`src/rtl/sequential_fp_divider.sv`:
```
// Multi-cycle IEEE-754-style divider: restoring radix-2 quotient,
// round-to-nearest-even, flush-to-zero on underflow, valid/ready on both sides.
module sequential_fp_divider #(
    parameter int EXP_W = 8,
    parameter int MAN_W = 23,
    localparam int W = 1 + EXP_W + MAN_W
) (
    input  logic         clk,
    input  logic         rst_n,
    input  logic         in_valid,
    output logic         in_ready,
    input  logic [W-1:0] input_a,
    input  logic [W-1:0] input_b,
    output logic         out_valid,
    input  logic         out_ready,
    output logic [W-1:0] output_z,
    output logic [3:0]   flags
);
    localparam int SW = MAN_W + 1;
    localparam int RW = SW + 1;
    localparam int QW = MAN_W + 3;
    localparam int EW = EXP_W + 2;
    localparam int CW = $clog2(QW + 1);
    localparam logic signed [EW-1:0] BIAS = EW'(2 ** (EXP_W - 1) - 1);
    localparam logic signed [EW-1:0] EMAX = EW'(2 ** EXP_W - 1);
    localparam logic [W-1:0] QNAN =
        {1'b0, {EXP_W{1'b1}}, 1'b1, {(MAN_W - 1){1'b0}}};

    typedef enum logic [2:0] {
        IDLE, UNPACK, DIVIDE, NORM, ROUND, DONE
    } state_t;

    state_t                 state;
    logic [W-1:0]           a_r, b_r;
    logic                   sign_z;
    logic signed [EW-1:0]   exp_z;
    logic [RW-1:0]          rem;
    logic [SW-1:0]          div_r;
    logic [QW-1:0]          quo;
    logic                   sticky;
    logic [CW-1:0]          cnt;

    logic [EXP_W-1:0] ea, eb;
    logic [MAN_W-1:0] fa, fb;
    logic a_nan, b_nan, a_inf, b_inf, a_zero, b_zero, sa, sb;

    always_comb begin
        sa = a_r[W-1];
        sb = b_r[W-1];
        ea = a_r[W-2 -: EXP_W];
        eb = b_r[W-2 -: EXP_W];
        fa = a_r[MAN_W-1:0];
        fb = b_r[MAN_W-1:0];
        a_nan = (&ea) && (|fa);
        b_nan = (&eb) && (|fb);
        a_inf = (&ea) && !(|fa);
        b_inf = (&eb) && !(|fb);
        // exp==0 covers true zero and denormals, which are flushed
        a_zero = (ea == '0);
        b_zero = (eb == '0);
    end

    logic          rem_ge;
    logic [RW-1:0] rem_sub;

    always_comb begin
        rem_ge = (rem >= {1'b0, div_r});
        rem_sub = rem_ge ? rem - {1'b0, div_r} : rem;
    end

    // quo[1] is guard, quo[0] round; the hidden bit sits at quo[QW-1]
    logic                 rnd_up;
    logic [MAN_W:0]       frac_sum;
    logic signed [EW-1:0] exp_r;

    always_comb begin
        rnd_up = quo[1] & (quo[0] | sticky | quo[2]);
        frac_sum = {1'b0, quo[QW-2:2]} + {{MAN_W{1'b0}}, rnd_up};
        exp_r = exp_z + {{(EW-1){1'b0}}, frac_sum[MAN_W]};
    end

    always_ff @(posedge clk or negedge rst_n) begin
        if (!rst_n) begin
            state     <= IDLE;
            in_ready  <= 1'b1;
            out_valid <= 1'b0;
            output_z  <= '0;
            flags     <= '0;
            a_r       <= '0;
            b_r       <= '0;
            sign_z    <= 1'b0;
            exp_z     <= '0;
            rem       <= '0;
            div_r     <= '0;
            quo       <= '0;
            sticky    <= 1'b0;
            cnt       <= '0;
        end else begin
            unique case (state)
                IDLE: begin
                    if (in_valid) begin
                        a_r      <= input_a;
                        b_r      <= input_b;
                        in_ready <= 1'b0;
                        state    <= UNPACK;
                    end
                end
                UNPACK: begin
                    sign_z <= sa ^ sb;
                    exp_z  <= $signed({2'b00, ea}) - $signed({2'b00, eb}) + BIAS;
                    rem    <= {2'b01, fa};
                    div_r  <= {1'b1, fb};
                    quo    <= '0;
                    cnt    <= '0;
                    state  <= DONE;
                    if (a_nan || b_nan || (a_zero && b_zero) || (a_inf && b_inf)) begin
                        output_z  <= QNAN;
                        flags     <= 4'b1000;
                        out_valid <= 1'b1;
                    end else if (b_zero && !a_inf) begin
                        output_z  <= {sa ^ sb, {EXP_W{1'b1}}, {MAN_W{1'b0}}};
                        flags     <= 4'b0100;
                        out_valid <= 1'b1;
                    end else if (a_inf) begin
                        output_z  <= {sa ^ sb, {EXP_W{1'b1}}, {MAN_W{1'b0}}};
                        out_valid <= 1'b1;
                    end else if (a_zero || b_inf) begin
                        output_z  <= {sa ^ sb, {(W-1){1'b0}}};
                        out_valid <= 1'b1;
                    end else begin
                        state <= DIVIDE;
                    end
                end
                DIVIDE: begin
                    quo <= {quo[QW-2:0], rem_ge};
                    rem <= rem_sub << 1;
                    cnt <= cnt + 1'b1;
                    if (cnt == CW'(QW - 1))
                        state <= NORM;
                end
                NORM: begin
                    sticky <= |rem;
                    if (!quo[QW-1]) begin
                        quo   <= quo << 1;
                        exp_z <= exp_z - 1'b1;
                    end
                    state <= ROUND;
                end
                ROUND: begin
                    if (exp_r >= EMAX) begin
                        output_z <= {sign_z, {EXP_W{1'b1}}, {MAN_W{1'b0}}};
                        flags    <= 4'b0010;
                    end else if (exp_r <= 0) begin
                        output_z <= {sign_z, {(W-1){1'b0}}};
                        flags    <= 4'b0001;
                    end else begin
                        output_z <= {sign_z, exp_r[EXP_W-1:0], frac_sum[MAN_W-1:0]};
                        flags    <= 4'b0000;
                    end
                    out_valid <= 1'b1;
                    state     <= DONE;
                end
                DONE: begin
                    if (out_ready) begin
                        out_valid <= 1'b0;
                        flags     <= '0;
                        in_ready  <= 1'b1;
                        state     <= IDLE;
                    end
                end
                default: state <= IDLE;
            endcase
        end
    end
endmodule

```
`config.mk`:
```
export PLATFORM = sky130hd
export DESIGN_NAME = sequential_fp_divider
export DESIGN_NICKNAME = d
export VERILOG_FILES = /design/src/rtl/sequential_fp_divider.sv
export SDC_FILE = /design/constraint.sdc
export NUM_CORES = 1
export LEC_CHECK = 0
export ABC_AREA = 1
export BUFFER_PORTS_ARGS = -buffer_cell sky130_fd_sc_hd__buf_2
export CAP_MARGIN = 20
export CELL_PAD_IN_SITES_DETAIL_PLACEMENT = 1
export CELL_PAD_IN_SITES_GLOBAL_PLACEMENT = 1
export CORE_MARGIN = 2
export CORE_UTILIZATION = 40
export DETAILED_ROUTE_END_ITERATION = 8
export PLACE_DENSITY = 0.89
export SETUP_SLACK_MARGIN = 0.4
export SLEW_MARGIN = 10
export SYNTH_ARGS = -nofsm -noshare
export SYNTH_HDL_FRONTEND = slang
export SYNTH_SLANG_ARGS = --single-unit
```
`constraint.sdc`:
```
create_clock -name clk -period 2.7 [get_ports clk]
set_input_delay 0.27 -clock clk [delete_from_list [all_inputs] [get_ports clk]]
set_output_delay 0.27 -clock clk [all_outputs]
set_load 0.03 [all_outputs]
```
==> results of run 1 <==
[layout make-up]
| type | instances | area share, % |
|---|---|---|
| multi-input cells | 1153 | 42.82 |
| flip-flops and latches | 197 | 32.78 |
| repair buffers | 245 | 11.42 |
| inverters | 237 | 5.985 |
| well taps | 384 | 3.183 |
| clock buffers | 18 | 2.843 |
| clock inverters | 14 | 0.9450 |
| repair inverters | 1 | 0.03316 |
[per-layer routing]
metal | GRT usage [%] | share of wire, % | routed length (microns) | vias up
met5 | 0 | 0 | 0 | -
li1 | - | - | - | 5700
met1 | 34.82 | 42 | 18850 | 6336
met3 | 4.394 | 4.8 | 2162 | 125
met4 | 10.67 | 3.8 | 1708 | 0
met2 | 47.79 | 50 | 22510 | 447
[flip-flops by register name (all words and copies together), names as in the netlist, 3 cells and up]
name and flops:
a_r 32, b_r 32, output_z 32, quo 26
rem 25, div_r 24, exp_z 10, cnt 5
flags 4, state 3
[metrics by stage]
stage               area [sq um]  cells
floorplan                  11820   1633
global placement           13270   2154
detailed placement         13270   2154
CTS                        14400   2217
global route               15090   2249
finish                     15090   2249
[worst reg2reg max path, stage by stage, from the launching register on]
cell and delay, ns:
dfrtp_1 0.39, inv_2 0.08, nor3_4 0.22, nand2_2 0.12, nor2_4 0.10, nand4_1 0.17
nor4_2 0.35, buf_4 0.21, ha_4 0.15, ha_4 0.16, nand2_4 0.07, nor2_4 0.12
nand2_2 0.07, nand2_2 0.07, inv_2 0.04, nand2_2 0.06, nor2_2 0.04, nand3_2 0.09
nand2_4 0.07, nand2_1 0.10, nand2_1 0.08, nor2_2 0.16, buf_6 0.17, nand3_1 0.12
nand2_1 0.12
[placed cells by master (no fill, tap or decap), drive strengths merged, types with 3 or more instances in the layout]
cell / netlist / routed
o21bai: 9 / 9
o22ai: 39 / 39
a31oi: 3 / 3
buf: 16 / 239
dlygate4sd3: 0 / 3
xor2: 20 / 20
nor3: 25 / 25
nand2: 511 / 511
nor2: 131 / 131
ha: 39 / 39
o21ai: 132 / 132
clkbuf: 30 / 21
nor4: 10 / 10
xnor2: 8 / 8
dfrtp: 196 / 196
nand4: 45 / 45
a21oi: 55 / 55
nand3b: 6 / 6
clkinvlp: 0 / 5
clkinv: 1 / 4
inv: 236 / 242
nand3: 107 / 107
[power by group]
group          switching (uW)  internal [uW]  total [uW]
registers                1190           4100        5290
clock network            1290           1300        2590
logic                    8990           5250       14200
total                   11500          10600       22100
[kinds of logic (layout without fill, tap and decap cells)]
| family | count (synthesis) | after routing | share of synthesized area [%] |
|---|---|---|---|
| simple gates | 837 | 837 | 30.19 |
| fa+ha+maj | 41 | 41 | 4.483 |
| xor+xnor | 28 | 28 | 2.082 |
| buf+inv | 283 | 515 | 9.507 |
| compound gates | 247 | 247 | 11.88 |
| flops | 197 | 197 | 41.86 |
[timing repair]
action,in CTS,in global routing
resized for setup,57,109
hold endpoints to repair,72,0
pin swaps,18,35
endpoints found under the setup margin,64,67
hold buffers,3,0
buffers inserted,28,28
cloned,0,4
[final timing paths]
kind                                       endpoint  cells past startpoint                     start  slack [ns]
max in group asynchronous  output_z[25]$_DFFE_PN0P_                      3                     rst_n        1.53
setup reg to reg            output_z[2]$_DFFE_PN0P_                     24        quo[5]$_DFFE_PN0P_       -0.69
min in group asynchronous        b_r[4]$_DFFE_PN0P_                      2                     rst_n        0.36
setup / recovery            output_z[2]$_DFFE_PN0P_                     24        quo[5]$_DFFE_PN0P_       -0.69
hold / removal                  a_r[28]$_DFFE_PN0P_                      3               input_a[28]       0.006
hold reg to reg            output_z[31]$_DFFE_PN0P_                      2  output_z[31]$_DFFE_PN0P_        0.47
==> reports/results.ini, run 1 <==
[status]
status = finished, violations left
violations = setup timing

[setup_path]
cpMaxStageDelayCell = dfrtp_1
crit_family = simple AND/OR/NAND/NOR gates
cp-start-kind = flip-flop
crit_buf_inv = 4
crit_arrival_ns = 3.78
cp_max_fo = 7
cp-end-kind = flip-flop
max_stage_delay_ns = 0.39
crit_required_ns = 3.09
crit_top_cell = nand2_2
critPathKind = reg2reg
crit_chain = inv_2, nor3_4, nand2_2, nor2_4, nand4_1, nor4_2, buf_4, ha_4, ha_4, nand2_4, nor2_4, nand2_2, nand2_2, inv_2, nand2_2, nor2_2, nand3_2, nand2_4, nand2_1, nand2_1, nor2_2, buf_6, nand3_1, nand2_1

[synth]
synth_flop_cell = dfrtp_1
synth_top_cell_area_share_pct = 41.64
synthesis.area_sq_um = 11780
post-synth-top-count-cell = nand2_1
synth_nets = 1742
yosysTopAreaCell = dfrtp_1
syn_inst = 1633
synth_edf_count = 0
synthTopCellsByArea = dfrtp_1 (42%), nand2_1 (16%), inv_1 (7.2%)
netlist_top_cells_count = nand2_1 (502), inv_1 (227), dfrtp_1 (196), nor2_1 (125), o21ai_0 (110)
ys_seq_area_share_pct = 41.86
yosysUniqueCellTypes = 42
synth.avg_cell_area_sq_um = 7.213
synth-async-reset-ratio_pct = 100.0
yosys_warnings = 0
ys_ff_latch = 197

[sta]
setup_ws_ns = -0.6875
hold_viol = 0
fin_setup_tns_ns = -17.51
whs_ns = 0.005717
setup_viol = 33
fin_worst_skew_ns = 0.01804
tightest_slew_ns = 0.6985
maxSlewHeadroom_pct = 53.43
fmax_ghz = 0.2952
finalCritPeriodShare_pct = 125.5
slew_viol_final = 0
rsz0062_at_grt = yes
post-route-min-period_ns = 3.388

[min_path]
hold_path.class = in2reg

[pwr]
p_per_area_nw_per_um2 = 1465
ir_drop_uv = 673.9
p_leak_uw = 0.007474
power_uw = 22110

[layout]
layout-drive-gt1-share_pct = 24.56
utilization_pct = 52.30
synthToLayoutAreaGrowth_pct = 28.14
antennaDiodeCount = 0
final_nets = 1961
nFillCells = 3599
multi_input_area_sq_um = 6462
ff_latch_area_sq_um = 4947

[clocking]
cts-buffers-inserted = 17
clkTransAtPathRegs_ns = 0.08
clk_latency_ns = 0.47
cts.sinks = 197
ctsRootBufferMaster = clkbuf_16
cts_tree = yes
ctsHtreeMaxLevel = 4
clock_path_buffers = 2

[drt]
first_iter_violations = 865
drtAntennaViolNets = 0
routed_via_density = 5.606
finalWirelength_microns = 45240
vias = 12608
avgRoutedWirePerCell_microns = 20.11
drc = 0
firstDrtPassIters = 5

[global_route]
grt_max_degree = 81
grt.total_usage_pct = 27.68
first_global_vias = 13059
grt_pass1_wl_microns = 68120
antenna_found_initial = 0
overflow = 0

[floorplan]
start_util_pct = 40.82
core_area_sq_um = 28860
rows = 62
ios = 106
die_x_microns = 175.6
die_area_sq_um = 30840
die_h_microns = 175.6

[place]
pre_cts_ws_ns = -0.4821
port_buffers = 105
dpl.hpwl_microns = 29160
place.gp.congestion = 0.9176

[run]
drv_cap = 0

Power figures use the tool's default switching activity.
==> run 2, diff against run 1 <==
--- a/config.mk
+++ b/config.mk
@@ -13,6 +13,7 @@
 export CORE_MARGIN = 2
 export CORE_UTILIZATION = 40
 export DETAILED_ROUTE_END_ITERATION = 8
+export GPL_TIMING_DRIVEN = 0
 export PLACE_DENSITY = 0.89
 export SETUP_SLACK_MARGIN = 0.4
 export SLEW_MARGIN = 10
==> reports/results.ini, run 2 (synthesis results as in run 1) <==
[status]
status = finished, violations left
violations = setup timing

[setup_path]
cpMaxStageDelayCell = nor4_4
crit_chain = nand2_2, nor3_4, nand2_2, nor2_4, nand4_1, nor4_4, ha_4, buf_4, nand3_2, inv_1, nand4_1, nand2_1, inv_1, nand3_2, nand2_4, a21oi_4, buf_4, nand2_1, nand3_1, nand2_1
max_stage_delay_ns = 0.38  ; about the same
cp_max_fo = 6  ; -1
crit_top_cell = nand2_1
critPathKind = reg2reg
cp-start-kind = flip-flop
cp-end-kind = flip-flop
crit_arrival_ns = 3.81  ; +0.03 ns
crit_required_ns = 3.04  ; -0.05 ns

[sta]
setup_viol = 33  ; unchanged
maxSlewHeadroom_pct = 52.68  ; -0.75 points
hold_viol = 0  ; unchanged
slew_viol_final = 0  ; unchanged
setup_ws_ns = -0.7714  ; -0.08385 ns
fmax_ghz = 0.2881  ; -2.4%
tightest_slew_ns = 0.7098  ; +0.01130 ns
rsz0062_at_grt = yes
post-route-min-period_ns = 3.471  ; +0.08385 ns
fin_worst_skew_ns = 0.01248  ; -0.005566 ns
finalCritPeriodShare_pct = 128.6  ; +3.1 points

[clocking]
cts.sinks = 197  ; unchanged
clk_latency_ns = 0.45  ; -0.02 ns
cts_tree = yes
ctsRootBufferMaster = clkbuf_16
clkTransAtPathRegs_ns = 0.08  ; about the same
clock_path_buffers = 2  ; unchanged
cts-buffers-inserted = 17  ; unchanged
ctsHtreeMaxLevel = 4  ; unchanged

[place]
port_buffers = 105  ; unchanged
dpl.hpwl_microns = 29440  ; +0.98%
place.gp.congestion = 0.8827  ; -3.8%
dpl_cell_area_sq_um = 12870  ; -3.0%

[drt]
drc = 0  ; unchanged
routed_via_density = 5.679  ; +1.3%
firstDrtPassIters = 5  ; unchanged
drtAntennaViolNets = 0  ; unchanged
first_iter_violations = 896  ; +3.6%
vias = 12499  ; -0.86%
finalWirelength_microns = 45890  ; +1.4%
avgRoutedWirePerCell_microns = 20.85  ; +3.6%

[layout]
synthToLayoutAreaGrowth_pct = 22.87
top_regs = a_r x32, b_r x32, output_z x32
final_nets = 1911  ; -2.5%
final_common_cell = nand2_1
fin_area_sq_um = 14470  ; -4.1%
layout_common_cells = nand2_1 (474), inv_1 (215), dfrtp_1 (188)
layout-drive-gt1-share_pct = 20.39  ; -4.2 points

[pwr]
p_leak_uw = 0.007132  ; -4.6%
p_per_area_nw_per_um2 = 1489  ; +1.6%
power_uw = 21550  ; -2.5%
ir_drop_uv = 649.6  ; -3.6%

[global_route]
grt.total_usage_pct = 28.55  ; +0.86 points
grt_max_degree = 110  ; +36%
overflow = 0  ; unchanged
grt_pass1_wl_microns = 69600  ; +2.2%
first_global_vias = 13122  ; +0.48%
antenna_found_initial = 2  ; +2

[floorplan]
core_area_sq_um = 28860  ; unchanged
rows = 62  ; unchanged
die_x_microns = 175.6  ; unchanged
ios = 106  ; unchanged
start_util_pct = 40.82  ; unchanged
die_area_sq_um = 30840  ; unchanged
die_h_microns = 175.6  ; unchanged

[run]
drv_cap = 0  ; unchanged

[min_path]
hold_path.class = in2reg

-- run 2: layout make-up --
class / instances / area, sq um
timing repair buffer: 150 / 917.1
buffer: 46 / 250.2
clock inverter: 14 / 137.6
tap: 384 / 480.5
antenna: 2 / 5.005
multi-input combinational: 1153 / 6400
inverter: 237 / 902.1
sequential: 197 / 4941
clock buffer: 18 / 439.2
fill: 3643 / 14390
-- run 2: repair_timing --
| item | 4_1_cts | 5_1_grt |
|---|---|---|
| setup buffers | 22 | 20 |
| resized for setup | 91 | 73 |
| setup endpoints to repair | 68 | 90 |
| hold buffers | 1 | 0 |
| pin swaps | 20 | 24 |
| endpoints found under the hold margin | 87 | 0 |
| cloned | 0 | 1 |
-- run 2: worst paths after layout --
kind | startpoint | end | slack, ns | cells past startpoint
setup / recovery | quo[2]$_DFFE_PN0P_ | output_z[26]$_DFFE_PN0P_ | -0.77 | 20
hold / removal | input_a[29] | a_r[29]$_DFFE_PN0P_ | 0.01 | 3
setup reg to reg | quo[2]$_DFFE_PN0P_ | output_z[26]$_DFFE_PN0P_ | -0.77 | 20
hold reg to reg | output_z[15]$_DFFE_PN0P_ | output_z[15]$_DFFE_PN0P_ | 0.48 | 2
max in group asynchronous | rst_n | rem[15]$_DFFE_PN0P_ | 1.23 | 3
min in group asynchronous | rst_n | b_r[7]$_DFFE_PN0P_ | 0.42 | 2
-- run 2: where the power goes --
group | internal, uW | total (uW) | switching [uW] | leakage [uW]
Sequential | 4090 | 5310 | 1220 | 0.00250
Clock | 1320 | 2630 | 1310 | 0.000278
Combinational | 4650 | 13600 | 8970 | 0.00435
-- run 2: critical path, delay by kind of cell, from the launching register on --
kind                       cells  cell delay (ns)
buffers and inverters          4             0.52
and+or+nand+nor               14             1.94
DFF                            1             0.36
adders and majority gates      1             0.23
AOI/OAI and AO/OA              1             0.28
-- run 2: per-stage QoR --
stage          hold slack, ns  worst slack [ns]  setup TNS (ns)  instances  util (%)
6_report              0.01215           -0.7714          -22.13       2201     50.15
5_1_grt               0.01594           -0.9163          -27.15       2201     50.15
4_1_cts              0.005288           -0.3480          -9.989       2178     48.67
3_5_place_dp           0.3272            -1.222          -35.11       2123     44.59
3_3_place_gp           0.4551            -1.895         -397.41       2122     44.46
2_1_floorplan        -0.02559           -0.1599          -2.664       1633         -
-- run 2: routing by layer --
layer / track usage [%] / wire length (microns) / up-vias
li1: - / - / 5616
met1: 35.50 / 18890 / 6207
met2: 48.23 / 22120 / 490
met3: 4.784 / 2615 / 186
met4: 13.88 / 2261 / 0
met5: 0 / 0 / -
==> run 3, diff against run 2 <==
--- a/config.mk
+++ b/config.mk
@@ -8,13 +8,11 @@
 export ABC_AREA = 1
 export BUFFER_PORTS_ARGS = -buffer_cell sky130_fd_sc_hd__buf_2
 export CAP_MARGIN = 20
-export CELL_PAD_IN_SITES_DETAIL_PLACEMENT = 1
-export CELL_PAD_IN_SITES_GLOBAL_PLACEMENT = 1
 export CORE_MARGIN = 2
-export CORE_UTILIZATION = 40
+export CORE_UTILIZATION = 47
 export DETAILED_ROUTE_END_ITERATION = 8
 export GPL_TIMING_DRIVEN = 0
-export PLACE_DENSITY = 0.89
+export PLACE_DENSITY = 0.77
 export SETUP_SLACK_MARGIN = 0.4
 export SLEW_MARGIN = 10
 export SYNTH_ARGS = -nofsm -noshare
==> constraint.sdc (replaced) <==
create_clock -name clk -period 3.4 [get_ports clk]
set_input_delay 0.34 -clock clk [delete_from_list [all_inputs] [get_ports clk]]
set_output_delay 0.34 -clock clk [all_outputs]
set_load 0.03 [all_outputs]
==> reports/results.ini, run 3 (synthesis results as in run 1) <==
[min_path]
hold_path.class = in2reg

[sta]
setup_ws_ns = 0.2476  ; +1.019 ns
slew_viol_final = 0  ; unchanged
maxSlewHeadroom_pct = 47.72  ; -5.0 points
post-route-min-period_ns = 3.152  ; -0.3189 ns
fmax_ghz = 0.3172  ; +10%
setup_viol = 0  ; -100%
rsz0062_at_grt = yes
tightest_slew_ns = 0.7842  ; +0.07440 ns
fin_worst_skew_ns = 0.01830  ; +0.005827 ns
fin_setup_tns_ns = 0  ; +22.13 ns
hold_viol = 0  ; unchanged
finalCritPeriodShare_pct = 92.72  ; -36 points

[pwr]
p_per_area_nw_per_um2 = 1075  ; -28%
ir_drop_uv = 478.1  ; -26%
p_leak_uw = 0.007007  ; -1.7%

[drt]
vias = 11264  ; -9.9%
wl_met3_microns = 1899  ; -27%
first_iter_violations = 991  ; +11%
routed_via_density = 5.301  ; -6.7%
firstDrtPassIters = 6  ; +1
wl_met1_microns = 14980  ; -21%
top_layer_used = met4
avgRoutedWirePerCell_microns = 15.29  ; -27%
drtAntennaViolNets = 0  ; unchanged
drc = 0  ; unchanged
finalWirelength_microns = 32490  ; -29%
dr_wl_met2_microns = 14840  ; -33%

[global_route]
antenna_found_initial = 2  ; unchanged
overflow = 0  ; unchanged
grt_pass1_wl_microns = 52820  ; -24%
grt.total_usage_pct = 25.16  ; -3.4 points
grt_max_degree = 103  ; -6.4%
first_global_vias = 10786  ; -18%

[layout]
synthToLayoutAreaGrowth_pct = 17.08
layout-drive-gt1-share_pct = 14.67  ; -5.7 points
utilization_pct = 56.38  ; +6.2 points
nFillCells = 2251  ; -38%
multi_input_area_sq_um = 5886  ; -8.0%
final_common_cell = nand2_1
top_regs = a_r x32, b_r x32, output_z x32
ff_latch_area_sq_um = 4931  ; -0.20%
final_nets = 1895  ; -0.84%
layout_common_cells = nand2_1 (488), inv_1 (220), dfrtp_1 (196)

[place]
port_buffers = 105  ; unchanged
pre_cts_ws_ns = -0.4875  ; +0.7346 ns
place.gp.congestion = 0.9318  ; +5.6%
dpl.hpwl_microns = 24710  ; -16%

[floorplan]
die_h_microns = 162.3  ; -7.6%
die_area_sq_um = 26340  ; -15%
die_x_microns = 162.3  ; -7.6%
rows = 57  ; -8.1%
ios = 106  ; unchanged
start_util_pct = 48.15  ; +7.3 points
core_area_sq_um = 24460  ; -15%

[clocking]
clk_latency_ns = 0.45  ; about the same
cts.sinks = 197  ; unchanged
ctsRootBufferMaster = clkbuf_16
clkTransAtPathRegs_ns = 0.09  ; about the same
cts_tree = yes
clock_path_buffers = 2  ; unchanged
cts-buffers-inserted = 17  ; unchanged
ctsHtreeMaxLevel = 4  ; unchanged

[setup_path]
crit_required_ns = 3.77  ; +0.73 ns
cp-start-kind = flip-flop
crit_arrival_ns = 3.52  ; -0.29 ns
critPathKind = reg2reg
cp_max_fo = 10  ; +4
cp-end-kind = flip-flop

[status]
status = completed

[run]
drv_cap = 0  ; unchanged

[run 3: cell count changes in the layout (fill, tap and decap cells not counted), moves of 7 or more]
cell / change
nor2_1: +13
ha_4: -18
ha_1: +24
nor2_2: -7
nand2_2: -9
nand2_1: +14
dfrtp_2: -8
buf_4: -18
nand3_2: -10
dfrtp_1: +8
nand3_1: +11
[run 3: timing repair]
item | 4_1_cts | 5_1_grt
endpoints found under the setup margin | 33 | 33
hold buffers | 1 | 0
buffers inserted | 13 | 14
gates resized for setup | 31 | 24
hold endpoints to repair | 57 | 0
pin swaps | 15 | 17
[run 3: final cells by class]
| class | instances | area share, % |
|---|---|---|
| plain buffers | 46 | 1.733 |
| clock buffers | 17 | 3.085 |
| repair buffers | 134 | 5.825 |
| clock inverters | 15 | 1.479 |
| flip-flops and latches | 197 | 35.76 |
| well taps | 324 | 2.940 |
| inverters | 237 | 6.469 |
| multi-input cells | 1153 | 42.68 |
| diodes | 2 | 0.03629 |
[run 3: power by group]
| group | switching (uW) | internal, uW | total, uW |
|---|---|---|---|
| Clock | 1050 | 1070 | 2120 |
| Sequential | 755 | 3240 | 3990 |
| Combinational | 5730 | 2980 | 8710 |
| Total | 7540 | 7290 | 14800 |
[run 3: layer usage]
layer | vias up | GRT usage [%]
met4 | 0 | 8.045
met2 | 356 | 40.08
met3 | 47 | 4.239
li1 | 5578 | -
met5 | - | 0
met1 | 5283 | 35.14
[run 3: final timing paths]
kind,slack (ns),endpoint,cells past startpoint,startpoint
worst max-delay path,0.25,output_z[11]$_DFFE_PN0P_,21,quo[1]$_DFFE_PN0P_
max in group asynchronous,1.91,rem[16]$_DFFE_PN0P_,3,rst_n
min in group asynchronous,0.54,div_r[13]$_DFFE_PN0P_,2,rst_n
worst max register to register,0.25,output_z[11]$_DFFE_PN0P_,21,quo[1]$_DFFE_PN0P_
worst min-delay path,0.09,a_r[30]$_DFFE_PN0P_,3,input_a[30]
worst min register to register,0.47,output_z[15]$_DFFE_PN0P_,2,output_z[15]$_DFFE_PN0P_
[run 3: worst max-delay path, stage by stage, from the launching register on]
cell and delay (ns):
dfrtp_1 0.39, nand2_2 0.09, nor3_4 0.23, nand2_2 0.11, nor2_4 0.10, nand4_1 0.16
nor4_4 0.28, ha_2 0.29, ha_4 0.16, nand2_4 0.07, nor2_4 0.11, nand2_2 0.07
nand2_2 0.07, inv_2 0.04, nand2_2 0.05, nor2_2 0.04, nand3_2 0.07, nand2_2 0.07
a21oi_4 0.26, nand2_4 0.12, buf_12 0.17, o21ai_2 0.10
[run 3: through the flow]
step                      std cells  power, uW  instance area (sq um)  hold slack [ns]
after floorplan                1633      10120                  11780          0.04441
after global placement         2062      12150                  12710           0.4581
after detailed placement       2063      12350                  12750           0.4504
after CTS                      2109      14600                  13610          0.08754
after global routing           2125      16150                  13790          0.09598
final                          2125      14830                  13790          0.09158
